## src/rtl/jpeg_frame_writer.sv

```systemverilog
// jpeg_frame_writer: packs the JPEG encoder byte stream into DATA_W-wide
// little-endian words and writes them to one of two frame buffers
// (ping-pong). Each frame ends with a flush of the partial word carrying
// byte enables, a frame_done pulse, and a report of the frame length.
// Writes beyond DEPTH_WORDS are dropped and flagged in the sticky overflow.
// Optional build macro EOI_APPEND_EN: append the 0xFF 0xD9 end-of-image
// marker to every frame through the same packer.
module jpeg_frame_writer #(
    parameter int DATA_W      = 32,
    parameter int ADDR_W      = 17,
    parameter int DEPTH_WORDS = 16384,
    parameter int BASE0       = 0,
    parameter int BASE1       = 16384,
    parameter int PINGPONG    = 1,
    localparam int BYTES      = DATA_W / 8,
    localparam int LB         = $clog2(BYTES),
    localparam int LEN_W      = ADDR_W + LB
) (
    input  logic              clk,
    input  logic              reset_n,
    input  logic              je_valid,
    input  logic [7:0]        je_data,
    input  logic              je_done,
    output logic [ADDR_W-1:0] addr,
    output logic [DATA_W-1:0] data,
    output logic [BYTES-1:0]  byte_en,
    output logic              we,
    output logic              frame_done,
    output logic [LEN_W-1:0]  frame_len,
    output logic              frame_buf,
    output logic              overflow
);

    // lane counter needs at least one bit even for byte-wide memories
    localparam int LW = (LB > 0) ? LB : 1;
    // word index must be able to hold DEPTH_WORDS itself (the "full" value)
    localparam int IW = ADDR_W + 1;

`ifdef EOI_APPEND_EN
    typedef enum logic [2:0] {IDLE, RUN, EOI0, EOI1, FLUSH} state_t;
    localparam state_t END_ST = EOI0;
`else
    typedef enum logic [2:0] {IDLE, RUN, FLUSH} state_t;
    localparam state_t END_ST = FLUSH;
`endif

    state_t            state;
    logic [LW-1:0]     lane;
    logic [IW-1:0]     widx;
    logic              buf_sel;
    logic [DATA_W-1:0] acc;
    logic              done_q;

    logic              in_open;
    logic              done_hit;
    logic              take;
    logic [7:0]        in_byte;
    logic              room;
    logic              lane_last;
    logic [DATA_W-1:0] word_next;
    logic [BYTES-1:0]  part_be;
    logic [ADDR_W-1:0] base_addr;
    logic [ADDR_W-1:0] waddr;
    logic [LEN_W-1:0]  len_now;

    // input acceptance: only IDLE/RUN take encoder bytes; a held je_done
    // counts once, on its first high cycle
    assign in_open   = (state == IDLE) || (state == RUN);
    assign done_hit  = in_open && je_done && !done_q;
    assign room      = (widx < IW'(DEPTH_WORDS));
    assign lane_last = (lane == LW'(BYTES - 1));
    assign base_addr = buf_sel ? ADDR_W'(BASE1) : ADDR_W'(BASE0);
    assign waddr     = base_addr + widx[ADDR_W-1:0];
    // bytes held so far = full words * BYTES + filled lanes
    assign len_now   = (LEN_W'(widx) << LB) + LEN_W'(lane);

    // byte source for the packer: encoder data, or the injected EOI marker
    always_comb begin
        take    = in_open && je_valid;
        in_byte = je_data;
`ifdef EOI_APPEND_EN
        if (state == EOI0) begin
            take    = 1'b1;
            in_byte = 8'hFF;
        end else if (state == EOI1) begin
            take    = 1'b1;
            in_byte = 8'hD9;
        end
`endif
    end

    // current word with the incoming byte dropped into its lane
    always_comb begin
        word_next = acc;
        word_next[8*lane +: 8] = in_byte;
    end

    // byte enables for a partial flush: lanes below the lane count
    always_comb begin
        part_be = '0;
        for (int i = 0; i < BYTES; i++) part_be[i] = (i < int'(lane));
    end

    // frame FSM, packer and registered write port
    always_ff @(posedge clk or negedge reset_n) begin
        if (!reset_n) begin
            state      <= IDLE;
            lane       <= '0;
            widx       <= '0;
            buf_sel    <= 1'b0;
            acc        <= '0;
            done_q     <= 1'b0;
            addr       <= '0;
            data       <= '0;
            byte_en    <= '0;
            we         <= 1'b0;
            frame_done <= 1'b0;
            frame_len  <= '0;
            frame_buf  <= 1'b0;
            overflow   <= 1'b0;
        end else begin
            we         <= 1'b0;
            byte_en    <= '0;
            frame_done <= 1'b0;
            done_q     <= je_done;

            if (take) begin
                if (room) begin
                    if (lane_last) begin
                        we      <= 1'b1;
                        byte_en <= '1;
                        data    <= word_next;
                        addr    <= waddr;
                        widx    <= widx + IW'(1);
                        lane    <= '0;
                        acc     <= '0;
                    end else begin
                        acc  <= word_next;
                        lane <= lane + LW'(1);
                    end
                end else begin
                    // buffer full: byte can never be written
                    overflow <= 1'b1;
                end
            end

            case (state)
                IDLE: begin
                    if (je_valid || done_hit) overflow <= 1'b0;
                    if (done_hit)      state <= END_ST;
                    else if (je_valid) state <= RUN;
                end
                RUN: begin
                    if (done_hit) state <= END_ST;
                end
`ifdef EOI_APPEND_EN
                EOI0: begin
                    if (je_valid) overflow <= 1'b1;
                    state <= EOI1;
                end
                EOI1: begin
                    if (je_valid) overflow <= 1'b1;
                    state <= FLUSH;
                end
`endif
                FLUSH: begin
                    if (je_valid) overflow <= 1'b1;
                    // a nonzero lane count implies the word is in range
                    if (lane != '0) begin
                        we      <= 1'b1;
                        byte_en <= part_be;
                        data    <= acc;
                        addr    <= waddr;
                    end
                    frame_done <= 1'b1;
                    frame_len  <= len_now;
                    frame_buf  <= buf_sel;
                    if (PINGPONG != 0) buf_sel <= ~buf_sel;
                    widx  <= '0;
                    lane  <= '0;
                    acc   <= '0;
                    state <= IDLE;
                end
                default: state <= IDLE;
            endcase
        end
    end

endmodule

```

## config.mk

```make
export PLATFORM = sky130hd
export DESIGN_NAME = jpeg_frame_writer
export DESIGN_NICKNAME = d
export VERILOG_FILES = /design/src/rtl/jpeg_frame_writer.sv
export SDC_FILE = /design/constraint.sdc
export NUM_CORES = 1
export LEC_CHECK = 0
export CAP_MARGIN = 10
export CORE_MARGIN = 1
export CORE_UTILIZATION = 58
export CTS_CLUSTER_SIZE = 24
export DETAILED_ROUTE_END_ITERATION = 7
export GPL_ROUTABILITY_DRIVEN = 0
export PLACE_DENSITY_LB_ADDON = 0.1
export SLEW_MARGIN = 20
export SYNTH_ARGS = -nofsm -noshare
export SYNTH_HDL_FRONTEND = slang
export SYNTH_SLANG_ARGS = --single-unit
export TNS_END_PERCENT = 10
```

## constraint.sdc

```tcl
create_clock -name clk -period 6.05 [get_ports clk]
set_input_delay 1.21 -clock clk [delete_from_list [all_inputs] [get_ports clk]]
set_output_delay 1.21 -clock clk [all_outputs]
set_load 0.02 [all_outputs]
```

==> results of run 1 <==
==> flip-flops by register name, summed over array words and instances (netlist names), 2 cells and up <==
name       flops
widx          18
lane           2
data          32
state          2
addr          17
frame_len     19
acc           32
byte_en        3
==> synth_stat cells, types with 4 or more instances <==
cell       instances
a211oi_1          24
a21oi_1           44
a22o_1             8
and2_1            11
buf_2             11
clkbuf_1          16
dfrtp_1          131
ha_1               9
inv_1              6
mux2_2            17
nand2_1           74
nand3_1            6
nand4_1            4
nor2_1            62
nor2b_1           28
nor4bb_1           7
o21ai_0           11
o221a_2            7
o2bb2ai_1         24
or2_2              8
or3_1              8
xnor2_1            4
==> cell families (layout without fill, tap and decap cells) <==
logic type / after synthesis / after routing / share of synthesized area, %
simple gates: 226 / 226 / 19.24
flops: 131 / 131 / 56.38
compound gates: 124 / 124 / 14.96
buf+inv: 37 / 126 / 2.948
mux: 19 / 19 / 3.637
fa+ha+maj: 9 / 9 / 1.937
xor+xnor: 6 / 6 / 0.9038
==> tightest hold or removal path, cell delays in order, from the launching register on <==
cell and delay [ps]:
dfrtp_1 340, nand2_1 50, nand2_1 60
==> per-stage QoR <==
step	power, µW	util, %	worst slack (ps)	hold WS, ps
finish	3178	74.54	2603	472.3
CTS	3193	74.52	2609	475.9
global placement	2263	69.37	2334	460.1
detailed placement	2300	69.37	2216	461.9
floorplan	1842	-	3491	466.6
global route	3344	74.54	2391	504.3
==> cell type report <==
| cell class | instances | area share, % |
|---|---|---|
| Clock buffer | 21 | 6.056 |
| Clock inverter | 7 | 0.8627 |
| Inverter | 6 | 0.3106 |
| Multi-Input combinational cell | 384 | 32.78 |
| Sequential cell | 131 | 45.20 |
| Tap cell | 133 | 2.295 |
| Timing Repair Buffer | 92 | 12.49 |
==> power by group through the flow <==
stage / sequential, µW / combinational (µW) / clock (µW)
floorplan: 1380 / 458 / 0
global route: 1250 / 1160 / 938
CTS: 1220 / 1070 / 898
detailed placement: 1230 / 1070 / 0
finish: 1220 / 1070 / 890
global placement: 1220 / 1040 / 0
==> worst paths after layout <==
check	endpoint	cells after the start	startpoint	slack, ps
max	addr[14]	6	lane[0]	2600
min	frame_len[12]	2	frame_len[12]	470
max reg2reg	addr[14]	6	lane[0]	2600
min reg2reg	frame_len[12]	2	frame_len[12]	470
max in group asynchronous	acc[7]	2	reset_n	3900
min in group asynchronous	data[19]	1	reset_n	780
==> routing by layer <==
metal / GRT usage [%] / vias up / routed length, µm
met5: 0 / - / 0
met4: 11.76 / 0 / 294
met3: 7.592 / 27 / 1062
met2: 45.79 / 171 / 6658
met1: 37.65 / 2235 / 5790
li1: - / 2093 / -
==> impl_metrics.ini, run 1 <==
[synth]
synth-main-ff-cell = dfrtp_1
yosysWarnings = 0
syn_inst = 552
ys_seq_area_share_pct = 56.38
synth_cell_types = 44
async_reset_ff_share_pct = 100.0
synth_edf_count = 0
yosysTopAreaCell = dfrtp_1
synth_top_area_share_pct = 56.38
synth_seq_cells = 131
syn_nets = 573
netlist_area_mm2 = 0.005814
post_synth.cell_area_avg_um2 = 10.53
synthTopCellsByArea = dfrtp_1 (56%), nand2_1 (4.8%), nor2_1 (4.0%)

[hold_path]
hold_class = reg2reg

[placed_design]
dpl_cell_area_mm2 = 0.006749
dp_hpwl_mm = 8.604
dp.cells = 746
port-buffer-count = 87

[timing]
timing.setup.tns_ps = 0
min_period_ps = 3447
setup_viol = 0
clock-skew-final_ps = 6.955
fmax_ghz = 0.2901
maxSlewViolCount = 0
hold_viol_final = 0
maxSlewHeadroom_pct = 28.29
final.period_utilization_pct = 56.97
rsz0062_at_grt = no
tightestPinTransition_ps = 1072

[worst_setup_path]
cp_data_arrival_time_ps = 3840
startpoint_type = flop
cp_slowest_stage_delay_ps = 820
worstPathMaxFanout = 35
endpoint_kind = flop
critical_path_class = reg2reg
required_ps = 6440
critPathTopFamily = simple AND/OR/NAND/NOR gates
critPathSlowestCell = or3b_2
path_cells = inv_1, ha_1, or3b_2, o21ai_4, buf_4, mux2_2
cp_num_buf_inv = 2

[global_route]
grt-ovfl-total = 0
grt_pass1_vias = 4444
grt_max_degree = 71
grt_usage_pct = 28.73
grt_pass1_wl_mm = 22.48
antenna_found_initial = 0

[cells_and_area]
drive_gt1_share_pct = 10.76
final_area_mm2 = 0.007252
final_cell_mix = dfrtp_1 (131), clkdlybuf4s50_1 (86), nand2_1 (74)
n_antenna_cell = 0
layout_commonest_cell = dfrtp_1
n_fill_cell = 681
nets = 653
multi_input_comb_area_mm2 = 0.002377
final_cells = 774
seq_area_mm2 = 0.003278
syn_to_final_growth_pct = 24.73

[routing]
wl_per_cell_um = 17.84
drt_iter0_markers = 222
drt_wl_total_mm = 13.81
vias_per_cell = 5.848
firstDrtPassIters = 4
ant_nets = 0
drcViolationCount = 0
vias = 4526

[floorplanning]
initial_core_util_pct = 59.76
row_count = 36
boundaryPins = 88
die-area_mm2 = 0.01043
coreArea_mm2 = 0.009729
die_w_um = 102.1
die_h_um = 102.1

[clocking]
post-cts-setup-buffer-count = 0
clk_path_buf_depth = 2
root_buffer = clkbuf_8
cts_buffers = 17
path_clk_slew_ps = 50
cts_tree = done
htreeDepth = 4
clock-sinks = 131
ctsHoldBuffers = 0
worstSkewPairLatency_ps = 510
cts_resized = 0

[power]
p_int_uw = 2113
cellLeakagePower_uw = 0.003253
max-vdd-ir-drop_mv = 0.2391
switchingPower_uw = 1064
p_seq_share_pct = 38.4
power_density_mw_per_mm2 = 438.2
clockPowerShare_pct = 28.0
pwr-share-comb_pct = 33.6
netSwitchingFraction_pct = 33.49

[job]
maxCapViolCount = 0

[run_status]
status = finished clean
(Power assumes the default switching activity.)
==> run 2, diff against run 1 <==
CORE_UTILIZATION = 49   (was 58)
clock period = 3 ns   (was 6.05 ns; I/O delays follow)
==> impl_metrics.ini, run 2 (synthesis results as in run 1) <==
[worst_setup_path]
cp_data_arrival_time_ps = 2680
critPathSlowestCell = or3_1
startpoint_type = flop
required_ps = 3360
worstPathMaxFanout = 13
r2r_slack_ps = 680
r2r_end = acc[17]
crit-reg2reg-launch = widx[16]
cp_slowest_stage_delay_ps = 650
rr_worst_depth = 4
endpoint_kind = flop
path_cells = or4_4, or3_1, o22ai_4, a22o_1
critical_path_class = reg2reg

[global_route]
grt_pass1_wl_mm = 23.18
grt_usage_pct = 24.08
grt_pass1_vias = 4544
antenna_found_initial = 0
grt-ovfl-total = 0
grt_max_degree = 63

[power]
p_seq_share_pct = 37.5
cellLeakagePower_uw = 0.003347
power_density_mw_per_mm2 = 879.6
p_total_uw = 6527
netSwitchingFraction_pct = 33.15
clockPowerShare_pct = 28.5
pwr-share-comb_pct = 34.0
max-vdd-ir-drop_mv = 0.5884
p_int_uw = 4363
switchingPower_uw = 2163

[floorplanning]
boundaryPins = 88
coreArea_mm2 = 0.01147
row_count = 39
die_h_um = 110.9
die-area_mm2 = 0.01231
initial_core_util_pct = 50.70
die_w_um = 110.9

[timing]
setup_viol = 0
maxSlewHeadroom_pct = 59.36
maxSlewViolCount = 0
holdWs_ps = 181.9
final.period_utilization_pct = 77.47
worst_slack_ps = 675.8
hold_viol_final = 0
rsz0062_at_grt = no
fmax_ghz = 0.4302
tightestPinTransition_ps = 609.6
timing.setup.tns_ps = 0
clock-skew-final_ps = 7.222
min_period_ps = 2324

[clocking]
post-cts-setup-buffer-count = 0
clk_path_buf_depth = 2
path_clk_slew_ps = 50
root_buffer = clkbuf_16
ctsHoldBuffers = 0
htreeDepth = 4
cts_resized = 0
cts_buffers = 17
cts_tree = done
worstSkewPairLatency_ps = 420
clock-sinks = 131

[cells_and_area]
drive_gt1_share_pct = 12.59
syn_to_final_growth_pct = 27.61
multi_input_comb_area_mm2 = 0.002376
largestRegisters = acc (32), data (32), frame_len (19)
nets = 667
final_cell_mix = dfrtp_1 (131), clkdlybuf4s50_1 (86), nand2_1 (74)
seq_area_mm2 = 0.003278
layout_commonest_cell = dfrtp_1
n_fill_cell = 917
final_area_mm2 = 0.007420
n_antenna_cell = 0

[placed_design]
dpl_cell_area_mm2 = 0.006892
port-buffer-count = 87
place_ws_ps = 301.4
dp_hpwl_mm = 9.081

[routing]
drt_wl_total_mm = 13.93
vias_per_cell = 5.695
wl_per_cell_um = 17.37
ant_nets = 0
vias = 4567
firstDrtPassIters = 5
drcViolationCount = 0
drt_iter0_markers = 222

[run_status]
status = finished clean

[hold_path]
hold_class = in2async

[job]
maxCapViolCount = 0
==> run 2: area by class of cell <==
cell class,instances,share of cell area (%)
Sequential cell,131,44.18
Multi-Input combinational cell,384,32.02
Timing Repair Buffer,106,13.96
Clock buffer,27,6.779
Tap cell,143,2.411
Clock inverter,5,0.3373
Inverter,6,0.3035
==> run 2: power groups by stage <==
stage	Sequential, µW	Combinational [µW]	Clock [µW]
2_1_floorplan	2790	923	0
3_3_place_gp	2470	2200	0
3_5_place_dp	2480	2230	0
4_1_cts	2450	2240	1880
5_1_grt	2500	2400	1960
6_report	2450	2220	1860
==> run 2: how the worst max path moves through the flow <==
stage,start,to,slack [ps],cells after the start
final,widx[16],acc[17],680,4
after global routing,lane[0],data[15],490,7
after CTS,widx[16],acc[20],660,4
after detailed placement,je_valid,data[15],300,6
after global placement,je_valid,addr[10],410,5
after floorplan,lane[0],addr[10],440,8
==> run 2: per-layer routing <==
metal	track usage [%]	share of wire [%]	up-vias	wire, µm
li1	-	-	2129	-
met1	32.71	45	2264	6218
met2	36.89	47	145	6505
met3	6.506	6.2	29	859
met4	9.333	2.5	0	348
met5	0	0	-	0
==> run 2: critical path: cells and delay by family (launching register included) <==
kind / cells / cell delay (ps)
compound gates: 2 / 550
flops: 1 / 440
simple gates: 2 / 1270
==> run 2: metrics by stage <==
step / cells / utilization, %
2_1_floorplan: 552 / -
3_3_place_gp: 770 / 60.10
3_5_place_dp: 770 / 60.10
4_1_cts: 802 / 64.70
5_1_grt: 802 / 64.70
6_report: 802 / 64.70
==> run 3, diff against run 2 <==
CORE_UTILIZATION = 54   (was 49)
clock period = 2.2 ns   (was 3 ns; I/O delays follow)
==> impl_metrics.ini, run 3 (synthesis results as in run 1) <==
[floorplanning]
die-area_mm2 = 0.01119
die_h_um = 105.8
coreArea_mm2 = 0.01037
boundaryPins = 88
die_w_um = 105.8
initial_core_util_pct = 56.07
row_count = 37

[clocking]
clk_path_buf_depth = 2
cts_tree = done
cts_buffers = 17
clock-sinks = 131
root_buffer = clkbuf_8
worstSkewPairLatency_ps = 520
htreeDepth = 4
path_clk_slew_ps = 60
post-cts-setup-buffer-count = 0

[cells_and_area]
nets = 682
syn_to_final_growth_pct = 31.31
n_fill_cell = 753
final_cell_mix = dfrtp_1 (131), clkdlybuf4s50_1 (86), nand2_1 (74)
n_antenna_cell = 0
drive_gt1_share_pct = 15.58
layout_commonest_cell = dfrtp_1
final_cells = 810
largestRegisters = acc (32), data (32), frame_len (19)

[routing]
drt_iter0_markers = 222
vias = 4649
wl_per_cell_um = 17.64
vias_per_cell = 5.740
firstDrtPassIters = 4
drt_wl_total_mm = 14.29
ant_nets = 0
drcViolationCount = 0

[worst_setup_path]
required_ps = 2630
crit-reg2reg-launch = widx[16]
startpoint_type = flop
r2r_end = acc[10]
crit_start = widx[16]
setup.worst_path.end = acc[10]
worstPathMaxFanout = 24
r2r_slack_ps = 60
rr_worst_depth = 4
critical_path_class = reg2reg
endpoint_kind = flop
cp_data_arrival_time_ps = 2570

[power]
p_total_uw = 9307
max-vdd-ir-drop_mv = 0.6220
power_density_mw_per_mm2 = 1219
cellLeakagePower_uw = 0.003444

[timing]
hold_viol_final = 0
maxSlewViolCount = 0
final.period_utilization_pct = 97.28
maxSlewHeadroom_pct = 60.78
worst_slack_ps = 59.86
clock-skew-final_ps = 5.683
min_period_ps = 2140
tightestPinTransition_ps = 586.2
setup_viol = 0
fmax_ghz = 0.4673
rsz0062_at_grt = no
holdWs_ps = 400.2

[hold_path]
hold_class = in2reg

[placed_design]
dp_hpwl_mm = 9.335
dp.cells = 777
place_ws_ps = 34.24
port-buffer-count = 87

[global_route]
antenna_found_initial = 0
grt-ovfl-total = 0
grt_usage_pct = 27.68
grt_max_degree = 51
grt_pass1_wl_mm = 23.87
grt_pass1_vias = 4650

[run_status]
status = finished clean

[job]
maxCapViolCount = 0
run 3: changes by cell type in the layout (fill, tap and decap cells not counted), sizes merged, moves of 2 or more:
cell      before  now
buf           20   34
clkinvlp       0    2
clkbuf        27   20
bufinv         0    3
run 3: routing by layer:
metal / vias to the layer above / global-route usage (%) / part of all wire, %
met1: 2333 / 37.34 / 44
met2: 140 / 44.02 / 49
li1: 2154 / - / -
met3: 22 / 5.999 / 5.2
met4: 0 / 10.62 / 1.8
met5: - / 0 / 0
run 3: area by class of cell:
| cell class | instances | area (µm²) | area share [%] |
|---|---|---|---|
| tap | 136 | 170.2 | 2.229 |
| clock inverter | 12 | 155.1 | 2.032 |
| multi-input combinational | 384 | 2385 | 31.24 |
| sequential | 131 | 3278 | 42.94 |
| inverter | 6 | 22.52 | 0.2950 |
| clock buffer | 20 | 435.4 | 5.703 |
| timing repair buffer | 121 | 1189 | 15.57 |
run 3: worst min-delay path by stage:
stage                       start  slack [ps]  cells past startpoint       end
after floorplan           reset_n         140                      0    acc[0]
after global placement    reset_n         450                      1  data[18]
after detailed placement  reset_n         450                      1  data[18]
after CTS                 je_done         380                      1    done_q
after global routing      je_done         390                      1    done_q
final                     je_done         400                      1    done_q
run 3: stage by stage:
stage               cell area [µm²]  TNS (ps)  utilization, %
finish                         7635         0           73.62
CTS                            7629         0           73.56
global route                   7635         0           73.62
global placement               7028         0           67.77
floorplan                      5867    -137.5               -
detailed placement             7028         0           67.77
run 3: where the power goes:
part / switching [µW] / internal, µW / total, µW / leakage, µW
clock network: 1060 / 1760 / 2820 / 0.000285
registers: 376 / 2970 / 3340 / 0.00173
logic: 1650 / 1500 / 3150 / 0.00143
run 3: repair_timing:
item | 4_1_cts | 5_1_grt
gates resized for setup | 0 | 3
hold endpoints to repair | 35 | 0
endpoints found under the setup margin | 0 | 5
hold buffers | 1 | 0
run 3: worst max-delay path, cell delays in order (launching register included):
cell	delay (ps)
dfrtp_1	460
or4_4	620
or3_1	490
buf_4	270
o2bb2ai_1	200
